### config.mk
export PLATFORM = sky130hd
export DESIGN_NAME = rv32_decode
export DESIGN_NICKNAME = d
export VERILOG_FILES = /design/src/rtl/rv32_pkg.sv /design/src/rtl/rv32_dec_comb.sv /design/src/rtl/rv32_decode.sv
export SDC_FILE = /design/constraint.sdc
export NUM_CORES = 1
export LEC_CHECK = 0
export BUFFER_PORTS_ARGS = -buffer_cell sky130_fd_sc_hd__buf_4
export CAP_MARGIN = 20
export CORE_ASPECT_RATIO = 1.2
export CORE_UTILIZATION = 25
export CTS_CLUSTER_SIZE = 10
export DETAILED_ROUTE_END_ITERATION = 12
export HOLD_SLACK_MARGIN = 0.12
export PLACE_DENSITY = 0.44
export SLEW_MARGIN = 20
export SYNTH_ARGS = -nofsm -noshare
export SYNTH_HDL_FRONTEND = slang
export SYNTH_SLANG_ARGS = --single-unit
### constraint.sdc
create_clock -name clk -period 5.55 [get_ports clk]
set_input_delay 1.11 -clock clk [delete_from_list [all_inputs] [get_ports clk]]
set_output_delay 1.11 -clock clk [all_outputs]
set_load 0.03 [all_outputs]
### src/rtl/rv32_pkg.sv
// Shared RV32 decode constants and the ALU operation encoding used by decode and the ALU.
package rv32_pkg;

    localparam logic [6:0] OPC_OP     = 7'b0110011;
    localparam logic [6:0] OPC_OP_IMM = 7'b0010011;
    localparam logic [6:0] OPC_LUI    = 7'b0110111;
    localparam logic [6:0] OPC_AUIPC  = 7'b0010111;

    localparam logic [2:0] F3_ADD  = 3'b000;
    localparam logic [2:0] F3_SLT  = 3'b010;
    localparam logic [2:0] F3_SLTU = 3'b011;
    localparam logic [2:0] F3_XOR  = 3'b100;
    localparam logic [2:0] F3_OR   = 3'b110;
    localparam logic [2:0] F3_AND  = 3'b111;

    localparam logic [6:0] F7_BASE = 7'b0000000;
    localparam logic [6:0] F7_ALT  = 7'b0100000;

    // ALU_SUBI exists only to keep the encoding dense; decode never produces it.
    typedef enum logic [3:0] {
        ALU_ADD   = 4'd0,
        ALU_SUB   = 4'd1,
        ALU_AND   = 4'd2,
        ALU_OR    = 4'd3,
        ALU_XOR   = 4'd4,
        ALU_SLT   = 4'd5,
        ALU_SLTU  = 4'd6,
        ALU_ADDI  = 4'd7,
        ALU_SUBI  = 4'd8,
        ALU_ANDI  = 4'd9,
        ALU_ORI   = 4'd10,
        ALU_XORI  = 4'd11,
        ALU_SLTI  = 4'd12,
        ALU_SLTIU = 4'd13,
        ALU_LUI   = 4'd14,
        ALU_AUIPC = 4'd15
    } rv32_alu_op_e;

endpackage

### src/rtl/rv32_dec_comb.sv
// Combinational instruction table: maps a 32-bit word to ALU op, legality,
// register-use flags and the register address fields.
module rv32_dec_comb
    import rv32_pkg::*;
(
    input  logic [31:0]  instr,
    output rv32_alu_op_e opsel,
    output logic         legal,
    output logic         uses_rs1,
    output logic         uses_rs2,
    output logic         writes_rd,
    output logic [4:0]   rs1,
    output logic [4:0]   rs2,
    output logic [4:0]   rd
);

    logic [6:0] opcode;
    logic [2:0] funct3;
    logic [6:0] funct7;

    assign opcode = instr[6:0];
    assign funct3 = instr[14:12];
    assign funct7 = instr[31:25];
    assign rs1    = instr[19:15];
    assign rs2    = instr[24:20];
    assign rd     = instr[11:7];

    always_comb begin
        opsel    = ALU_ADD;
        legal    = 1'b0;
        uses_rs1 = 1'b0;
        uses_rs2 = 1'b0;
        case (opcode)
            OPC_OP: begin
                uses_rs1 = 1'b1;
                uses_rs2 = 1'b1;
                if (funct7 == F7_BASE) begin
                    case (funct3)
                        F3_ADD:  begin opsel = ALU_ADD;  legal = 1'b1; end
                        F3_AND:  begin opsel = ALU_AND;  legal = 1'b1; end
                        F3_OR:   begin opsel = ALU_OR;   legal = 1'b1; end
                        F3_XOR:  begin opsel = ALU_XOR;  legal = 1'b1; end
                        F3_SLT:  begin opsel = ALU_SLT;  legal = 1'b1; end
                        F3_SLTU: begin opsel = ALU_SLTU; legal = 1'b1; end
                        default: legal = 1'b0;
                    endcase
                end else if (funct7 == F7_ALT && funct3 == F3_ADD) begin
                    opsel = ALU_SUB;
                    legal = 1'b1;
                end
            end
            OPC_OP_IMM: begin
                uses_rs1 = 1'b1;
                // Shift immediates (funct3 001/101) fall to default and stay illegal.
                case (funct3)
                    F3_ADD:  begin opsel = ALU_ADDI;  legal = 1'b1; end
                    F3_AND:  begin opsel = ALU_ANDI;  legal = 1'b1; end
                    F3_OR:   begin opsel = ALU_ORI;   legal = 1'b1; end
                    F3_XOR:  begin opsel = ALU_XORI;  legal = 1'b1; end
                    F3_SLT:  begin opsel = ALU_SLTI;  legal = 1'b1; end
                    F3_SLTU: begin opsel = ALU_SLTIU; legal = 1'b1; end
                    default: legal = 1'b0;
                endcase
            end
            OPC_LUI: begin
                opsel = ALU_LUI;
                legal = 1'b1;
            end
            OPC_AUIPC: begin
                opsel = ALU_AUIPC;
                legal = 1'b1;
            end
            default: legal = 1'b0;
        endcase
    end

    assign writes_rd = legal && (rd != 5'd0);

endmodule

### src/rtl/rv32_decode.sv
// Registered decode stage feeding the integer ALU, with a single-instruction-distance
// RAW interlock that inserts HAZARD_STALL bubbles.
module rv32_decode
    import rv32_pkg::*;
#(
    parameter int HAZARD_STALL = 2
) (
    input  logic        clk,
    input  logic        rst_n,
    input  logic        if_valid,
    output logic        if_ready,
    input  logic [31:0] if_instr,
    input  logic [31:0] if_pc,
    input  logic        flush,
    input  logic        ex_stall,
    output logic        alu_enable,
    output logic [3:0]  alu_opsel,
    output logic [31:0] code_bus,
    output logic [31:0] dec_pc,
    output logic [4:0]  rs1_addr,
    output logic [4:0]  rs2_addr,
    output logic [4:0]  rd_addr,
    output logic        rd_we,
    output logic        illegal
);

    localparam logic [1:0] CNT_LOAD = 2'(HAZARD_STALL - 1);

    rv32_alu_op_e dec_opsel;
    logic         dec_legal;
    logic         dec_uses_rs1;
    logic         dec_uses_rs2;
    logic         dec_writes_rd;
    logic [4:0]   dec_rs1;
    logic [4:0]   dec_rs2;
    logic [4:0]   dec_rd;

    logic [1:0]   cnt;
    logic [4:0]   last_rd;
    logic         last_we;
    logic         hit;

    rv32_dec_comb u_dec (
        .instr     (if_instr),
        .opsel     (dec_opsel),
        .legal     (dec_legal),
        .uses_rs1  (dec_uses_rs1),
        .uses_rs2  (dec_uses_rs2),
        .writes_rd (dec_writes_rd),
        .rs1       (dec_rs1),
        .rs2       (dec_rs2),
        .rd        (dec_rd)
    );

    // Only the immediately preceding legal writer is tracked; older producers are
    // assumed to be covered by forwarding further down the pipe.
    always_comb begin
        hit = if_valid && dec_legal && last_we && (last_rd != 5'd0) && (cnt == 2'd0)
              && ((dec_uses_rs1 && (last_rd == dec_rs1)) ||
                  (dec_uses_rs2 && (last_rd == dec_rs2)));
        if_ready = rst_n && !ex_stall && !flush && (cnt == 2'd0) && !hit;
    end

    always_ff @(posedge clk or negedge rst_n) begin
        if (!rst_n) begin
            alu_enable <= 1'b0;
            alu_opsel  <= 4'd0;
            code_bus   <= 32'd0;
            dec_pc     <= 32'd0;
            rs1_addr   <= 5'd0;
            rs2_addr   <= 5'd0;
            rd_addr    <= 5'd0;
            rd_we      <= 1'b0;
            illegal    <= 1'b0;
            cnt        <= 2'd0;
            last_rd    <= 5'd0;
            last_we    <= 1'b0;
        end else if (flush) begin
            alu_enable <= 1'b0;
            rd_we      <= 1'b0;
            illegal    <= 1'b0;
            cnt        <= 2'd0;
            last_we    <= 1'b0;
        end else if (!ex_stall) begin
            if (cnt != 2'd0) begin
                alu_enable <= 1'b0;
                rd_we      <= 1'b0;
                illegal    <= 1'b0;
                cnt        <= cnt - 2'd1;
            end else if (hit) begin
                // The hit cycle is itself the first bubble, so load one less.
                alu_enable <= 1'b0;
                rd_we      <= 1'b0;
                illegal    <= 1'b0;
                cnt        <= CNT_LOAD;
                last_we    <= 1'b0;
            end else if (if_valid) begin
                alu_enable <= dec_legal;
                alu_opsel  <= dec_opsel;
                code_bus   <= if_instr;
                dec_pc     <= if_pc;
                rs1_addr   <= dec_rs1;
                rs2_addr   <= dec_rs2;
                rd_addr    <= dec_rd;
                rd_we      <= dec_writes_rd;
                illegal    <= !dec_legal;
                if (dec_legal) begin
                    last_rd <= dec_rd;
                    last_we <= dec_writes_rd;
                end
            end else begin
                alu_enable <= 1'b0;
                rd_we      <= 1'b0;
                illegal    <= 1'b0;
            end
        end
    end

endmodule
==> impl_metrics.ini <==
[outcome]
outcome = completed

[timing]
fin_worst_skew_ps = 7.12
min_period_ps = 3940
worst_slew_pin_slew_ps = 621
hold_viol_final = 0
final-max-slew-violation-count = 0
finalCritPeriodShare_pct = 70.9
holdWs_ps = 492
maxSlewHeadroom_pct = 58.6
tns_ps = 0
fmax_mhz = 254
setup_viol = 0
rsz0062_at_grt = false

[synth]
syn-num-nets = 325
synth_cells = 256
synth_edf_count = 0
yosysWarnings = 0
ys_ff_latch = 79
syn_area_per_cell_um2 = 13.6
synth_async_sr_flop_share_pct = 100
synth_compound_area_share_pct = 4.99
synth_top_family_by_area = multiplexers
dominantRegCellSynth = dfrtp_1
netlist_area_mm2 = 0.00349
yosysSeqAreaShare_pct = 56.7
synth_top_area_share_pct = 56.7
synth_simple_gate_area_share_pct = 6.03
synth_fa_ha_area_share_pct = 0
synth.area.top_cells = dfrtp_1, mux2_2, mux2_1
yosysTopAreaCell = dfrtp_1
synth-xor-area-share_pct = 2.51
synth_cell_types = 37
muxShareOfSynthArea_pct = 23.9

[final_layout]
diodes = 0
fin_util_pct = 37.6
fillerInstances = 1320
mostFrequentLayoutCells = buf_4, dfrtp_1, mux2_2
final_cells = 571
fin_area_mm2 = 0.00504
final_common_cell = buf_4
nets = 467
drive_above_1_share_pct = 55.8
syn_to_final_growth_pct = 44.6

[power_and_ir_drop]
p_leak_nw = 2.38
ir_worst_vdd_uv = 173
p_per_area_mw_per_mm2 = 393

[floorplanning]
die_h_um = 131
die_x_um = 110
start_util_pct = 26.0
num_rows = 46
ioPinCount = 156
die_area_mm2 = 0.0144
core_mm2 = 0.0134

[worst_hold_path]
hold_class = flop to flop

[place]
postPlaceCellArea_mm2 = 0.00470
io_buffers = 155
place.gp.congestion = 0.714
dp_hpwl_mm = 6.62
dp.cells = 555

[global_routing]
grt-ovfl-total = 0
gr-usage-met2_pct = 22.2
grtUsageMet3_pct = 3.52
grt_pass1_vias = 2590
antenna_found_initial = 0
grt.busiest_layer = met2
grt_util_all_layers_pct = 12.5
grt_first_pass_wirelength_mm = 13.6
grt_max_degree = 57
grt_use_met1_pct = 13.6

[route]
drt_iter0_drc = 52
drt_pass1_iterations = 4
wl_per_cell_um = 15.5
via_count = 2536
drc = 0
routed_wl_mm = 8.86
vias_per_cell = 4.44
postRouteAntennaNets = 0

[critical_path]
crit_required_ps = 4440
path_max_fanout = 8
cp_common_cell = buf_4
slowest_stage = nand4_1
crit_chain = buf_4 > nor2_1 > nand4_1 > a21oi_1 > nand4_2 > o21ba_2 > and4b_1 > buf_4
crit_path_max_incr_delay_ps = 370
start_kind = input port
end_kind = output pin
critPathKind = input port to output pin
worstPathArrival_ps = 2830

[job]
cap_violations = 0

[cts]
ctsRootBufferMaster = clkbuf_16
clk_latency_ps = 330
numCtsBuffers = 9
postCtsHoldBufs = 0
clkSinkCount = 79
cts_setup_buffers = 0
cts_tree = done
clk_path_buf_depth = 2
cts_resized = 0
cts_max_level = 3
path_clk_slew_ps = 60
==> layer usage <==
layer | vias up | wire length [um]
met5 | - | 0
met4 | 0 | 144
met3 | 10 | 513
met2 | 88 | 4750
met1 | 1264 | 3460
li1 | 1174 | -
==> worst paths after layout <==
path | from | to | slack (ps) | cells after the start
max reg2reg | last_rd[4]$_DFFE_PN0P_ | code_bus[6]$_DFFE_PN0P_ | 2900 | 7
min reg2reg | dec_pc[21]$_DFFE_PN0P_ | dec_pc[21]$_DFFE_PN0P_ | 490 | 1
max in group asynchronous | rst_n | code_bus[5]$_DFFE_PN0P_ | 3820 | 2
min in group asynchronous | rst_n | dec_pc[28]$_DFFE_PN0P_ | 720 | 1
max | if_instr[6] | if_ready | 1610 | 8
min | dec_pc[21]$_DFFE_PN0P_ | dec_pc[21]$_DFFE_PN0P_ | 490 | 1
==> critical path: cells and delay by family <==
family / cells / cell delay, ps
compound gates: 2 / 560
buf+inv: 2 / 270
simple gates: 4 / 870
==> power by group <==
part	switching [mW]	total (mW)	internal [mW]
registers	0.0535	0.722	0.668
clock network	0.232	0.670	0.439
logic	0.343	0.588	0.244
==> synth_stat cells (2+ instances only) <==
library cell  instances
a211oi_1              2
a21oi_1               8
a311oi_1              2
buf_4                19
buf_6                 3
clkbuf_1              4
dfrtp_1              79
inv_1                 4
mux2_1               24
mux2_2               49
nand2_1               3
nand2b_1              2
nand3b_1              2
nand4_1               3
nor2_1               15
nor3_1                4
nor3b_1               3
o211ai_1              3
xnor2_1               9
==> stage by stage <==
stage	setup slack, ps	power [mW]
floorplan	2100	1.09
global placement	1600	1.33
detailed placement	1550	1.33
CTS	1550	2.01
global route	1400	2.07
finish	1610	1.98
==> flip-flops by register name, indices dropped and copies added (netlist names) <==
register,flops
last_rd,5
code_bus,32
last_we,1
alu_opsel,4
illegal,1
dec_pc,32
rd_we,1
cnt,2
alu_enable,1
==> area by class of cell <==
cell class | count | area (um2) | share of cell area, %
Timing Repair Buffer | 157 | 1190 | 23.6
Sequential cell | 79 | 1980 | 39.2
Multi-Input combinational cell | 147 | 1310 | 26.0
Tap cell | 168 | 210 | 4.17
Clock inverter | 6 | 109 | 2.16
Clock buffer | 10 | 229 | 4.54
Inverter | 4 | 15.0 | 0.298
==> logic make-up after synthesis <==
kind of cell | count (synthesis)
AND/OR/NAND/NOR | 39
XOR/XNOR | 10
flip-flops | 79
AO/OA/AOI/OAI | 24
multiplexers | 74
buffers and inverters | 30
(Power assumes the default switching activity.)
